--- src/rtl/seq_multiplier.sv ---
`default_nettype none
// ============================================================================
// Module      : seq_multiplier
// Description : Unsigned N x N shift-and-add multiplier with a 4-phase
//               req/ready handshake; one multiplier bit per BUSY cycle.
// Revision    : 1.0 - initial release
// ============================================================================
module seq_multiplier #(
    parameter int N = 16
) (
    input  logic             clk,
    input  logic             rst,
    input  logic             req,
    input  logic [N-1:0]     Multiplicand,
    input  logic [N-1:0]     Multiplier,
    output logic [2*N-1:0]   P,
    output logic             ready,
    output logic             busy
);

    localparam int         c_CNT_W = $clog2(N + 1);
    localparam logic [1:0] c_IDLE  = 2'd0;
    localparam logic [1:0] c_BUSY  = 2'd1;
    localparam logic [1:0] c_DONE  = 2'd2;

    logic [1:0]         r_state;
    logic [2*N-1:0]     r_a;
    logic [N-1:0]       r_b;
    logic [2*N-1:0]     r_acc;
    logic [c_CNT_W-1:0] r_cnt;
    logic [2*N-1:0]     r_p;
    logic               r_ready;
    logic               r_busy;

    logic [2*N-1:0]     w_sum;

    // r_a already holds A shifted by the current iteration index
    assign w_sum = r_acc + (r_b[0] ? r_a : '0);

    always_ff @(posedge clk) begin
        if (rst) begin
            r_state <= c_IDLE;
            r_a     <= '0;
            r_b     <= '0;
            r_acc   <= '0;
            r_cnt   <= '0;
            r_p     <= '0;
            r_ready <= 1'b0;
            r_busy  <= 1'b0;
        end else begin
            case (r_state)
                c_IDLE: begin
                    if (req) begin
                        r_a     <= {{N{1'b0}}, Multiplicand};
                        r_b     <= Multiplier;
                        r_acc   <= '0;
                        r_cnt   <= c_CNT_W'(N);
                        r_busy  <= 1'b1;
                        r_state <= c_BUSY;
                    end
                end
                c_BUSY: begin
                    // N iteration edges, then one edge publishing the result
                    if (r_cnt != '0) begin
                        r_acc <= w_sum;
                        r_a   <= r_a << 1;
                        r_b   <= r_b >> 1;
                        r_cnt <= r_cnt - c_CNT_W'(1);
                    end else begin
                        r_p     <= r_acc;
                        r_ready <= 1'b1;
                        r_busy  <= 1'b0;
                        r_state <= c_DONE;
                    end
                end
                c_DONE: begin
                    if (!req) begin
                        r_ready <= 1'b0;
                        r_state <= c_IDLE;
                    end
                end
                default: begin
                    r_ready <= 1'b0;
                    r_busy  <= 1'b0;
                    r_state <= c_IDLE;
                end
            endcase
        end
    end

    assign P     = r_p;
    assign ready = r_ready;
    assign busy  = r_busy;

endmodule
`default_nettype wire

--- config.mk ---
export PLATFORM = sky130hd
export DESIGN_NAME = seq_multiplier
export DESIGN_NICKNAME = d
export VERILOG_FILES = /design/src/rtl/seq_multiplier.sv
export SDC_FILE = /design/constraint.sdc
export NUM_CORES = 1
export LEC_CHECK = 0
export ABC_CLOCK_PERIOD_IN_PS = 3300
export BUFFER_PORTS_ARGS = -buffer_cell sky130_fd_sc_hd__clkbuf_2
export CORE_ASPECT_RATIO = 1.25
export CORE_MARGIN = 2
export CORE_UTILIZATION = 43
export DETAILED_ROUTE_END_ITERATION = 6
export GPL_ROUTABILITY_DRIVEN = 0
export PLACE_DENSITY_LB_ADDON = 0.08
export SYNTH_ARGS = -nofsm -noshare
export SYNTH_HDL_FRONTEND = slang
export SYNTH_SLANG_ARGS = --single-unit
--- constraint.sdc ---
create_clock -name clk -period 3.3 [get_ports clk]
set_input_delay 0.66 -clock clk [delete_from_list [all_inputs] [get_ports clk]]
set_output_delay 0.66 -clock clk [all_outputs]
set_load 0.02 [all_outputs]
==> run metrics <==
status=complete, but fails checks; violated checks=design-rule violations; Peak supply drop=0.3460 mV; largest net degree at the start of global routing=55; H-tree Lvls=4; Root Driver=clkbuf_16; synthesis-to-finish area growth=17.49%; setup violators final=0; Net count, final=878; CP Capture Type=flip-flop; vias in the first global route=5,471; Hold Crit Start=P[16]$_SDFFE_PP0P_; Post-CTS Repair Setup Buffers=0; Worst Hold Path EP=P[16]$_SDFFE_PP0P_; Setup TNS Final=0 ps; IO Port Bufs=68; commonest non-fill, non-tap cells in the layout=dfxtp_1, nand2_1, a21oi_1; fraction of layout cells with a size suffix above 1=16.55%; Fmax achieved=356.2 MHz; r2r endpoint=r_acc[22]$_SDFFE_PP0P_; placed cells=968; FILL cells=1,404; top-area cell type share of the netlist area=37.95%; Tcrit/Tclk final=85.08%; Post-Syn Nets=827; drt total wl=15,230 µm; leakage=0.003301 µW; post-CTS sizing=0; sequential element share of the synthesized area=37.95%; initial antenna violation count=0; clk slew on worst S/H paths=50 ps; CP Data Required Time=3620 ps; core box area=0.01447 mm²; Yosys warnings=0; Clock Skew=14.81 ps; DRC Markers=3; critical-path cell list=buf_4 > and2_1 > ha_1 > inv_1 > fa_1 > nand2b_1 > a21oi_1 > o211a_1 > o21ai_2 > nand2_2 > a31oi_1 > xnor2_1 > a22o_1; FFs w/ async S/R, synth=0%; crit path buf inv count=2; Yosys cell types=60; Post-synth EDFFs=0; Die Height=140.2 µm; FP Rows=49; Die X=113.0 µm; MaxCap Viol Count=0; DRT antenna net count=0; hold path depth=2; first-pass GRT wire length=25,850 µm; DIE AREA=0.01584 mm²; mapped cell area=0.006382 mm²; Cell Pwr Density=531.0 mW/mm²; CTS Buf Count=17; Tot GR Track Use=20.03%; Critical Path AT=3120 ps; slew of the pin with the lowest slew margin=686.7 ps; Hold Slack=451.8 ps; Final Cell Area=0.007498 mm²; top post-synthesis cells by area=dfxtp_1, a21oi_1, ha_1, nand2_1, mux2i_1; most common cell after layout, fill and taps aside=dfxtp_1; hpwl dp=10,910 µm; TritonCTS clock tree=yes; RSZ-0062 raised after global routing=false; ys flop type=dfxtp_1; via count=5,501; CP startpoint=r_b[0]$_SDFFE_PP0P_; CTS Buffer Depth=2; Hold-fix buffers, CTS=0; register bit total from synthesis=121; initial core utilization=44.11%; crit start category=flip-flop; Final Critical Period=2808 ps; worst r2r src=r_b[0]$_SDFFE_PP0P_; Max Slew Vio Count=0; Clk Latency, worst-skew pair=430 ps; Non-Filler Instances=1,000; cells after synthesis=758; critical path peak fanout=16; Mean Syn Cell Area=8.420 µm²; Max-slew headroom=54.22%; Wirelength per Cell=15.23 µm; highest-delay cell along the critical path=fa_1; # IOs=69; DRT iter0 DRCs=221; gr ovfl total=0; Min-Delay Path Class=reg -> reg; CP top delay family=compound AO/OA/AOI/OAI gates; Antenna Diode Count=0; WS Path Type=reg -> reg; R2R cell count=13; worst reg2reg setup slack=490 ps; area leader, netlist=dfxtp_1; area post-placement=0.006864 mm²; CP peak stage delay=380 ps; Final Hold Viols=0; vias per cell=5.501; DRT Pass-1 Iters=7; CTS sink count=121
==> worst reg2reg max path, stage by stage (launching register included) <==
cell	delay, ps
dfxtp_1	330
buf_4	180
and2_1	140
ha_1	190
inv_1	70
fa_1	380
nand2b_1	190
a21oi_1	280
o211a_1	250
o21ai_2	70
nand2_2	150
a31oi_1	120
xnor2_1	150
a22o_1	200
==> synthesized netlist by cell type, drive strengths merged, types with 8 or more instances <==
library cell,number
nor3,8
xor2,12
a31oi,11
mux2i,29
buf,16
nand3,27
a211oi,32
xnor2,18
and2,33
a21oi,87
nor2,55
a21o,9
nand2,111
nand2b,10
clkbuf,33
a22o,32
ha,33
o21ai,19
inv,10
dfxtp,121
==> stage by stage <==
| stage | setup slack (ps) | util [%] | total power [µW] |
|---|---|---|---|
| final | 492.4 | 51.82 | 3982 |
| after CTS | 472.7 | 51.82 | 4033 |
| after global routing | 256.8 | 51.82 | 4150 |
| after floorplan | 791.6 | - | 1924 |
| after detailed placement | 490.4 | 47.44 | 2063 |
| after global placement | 590.8 | 47.44 | 2046 |
==> final cells by class <==
| cell class | count | area (µm²) | share of cell area (%) |
|---|---|---|---|
| Multi-Input combinational cell | 578 | 3731 | 49.76 |
| Sequential cell | 121 | 2422 | 32.30 |
| Clock buffer | 22 | 494.2 | 6.591 |
| Timing Repair Buffer | 81 | 450.4 | 6.007 |
| Tap cell | 178 | 222.7 | 2.970 |
| Clock inverter | 10 | 140.1 | 1.869 |
| Inverter | 10 | 37.54 | 0.5006 |
==> sequential cells by signal (all words and copies together), names as in the netlist <==
register and count:
ready 1, r_a 32, P 32, r_state 2, busy 1, r_acc 32, r_cnt 5, r_b 16
==> metal layers <==
metal  track usage (%)  part of all wire [%]  vias up
met5                 0                     0        -
met4             9.564                   2.7        0
met3             4.197                   3.0       29
met2             34.31                    49       96
met1             23.89                    45     2576
li1                  -                     -     2800
==> worst max path at each step <==
stage / cells past startpoint / endpoint / slack, ps
6_report: 13 / r_acc[22]$_SDFFE_PP0P_ / 490
5_1_grt: 13 / r_acc[22]$_SDFFE_PP0P_ / 260
4_1_cts: 13 / r_acc[22]$_SDFFE_PP0P_ / 470
3_5_place_dp: 13 / r_acc[22]$_SDFFE_PP0P_ / 490
3_3_place_gp: 13 / r_acc[22]$_SDFFE_PP0P_ / 590
2_1_floorplan: 12 / r_acc[23]$_SDFFE_PP0P_ / 790
==> logic make-up after synthesis <==
logic type	count (synthesis)	synth area share [%]
and+or+nand+nor	267	19.35
muxes	29	4.548
buffers and inverters	59	3.745
AOI/OAI and AO/OA	218	23.51
xor gates and xnor gates	30	4.117
adders and majority gates	34	6.783
DFF	121	37.95
==> power by group <==
group	internal (µW)	total [µW]	leakage [µW]	switching [µW]
Sequential	1530	1590	0.000983	54.0
Clock	1290	1960	0.000304	671
Combinational	158	436	0.00201	278
Power figures use the tool's default switching activity.
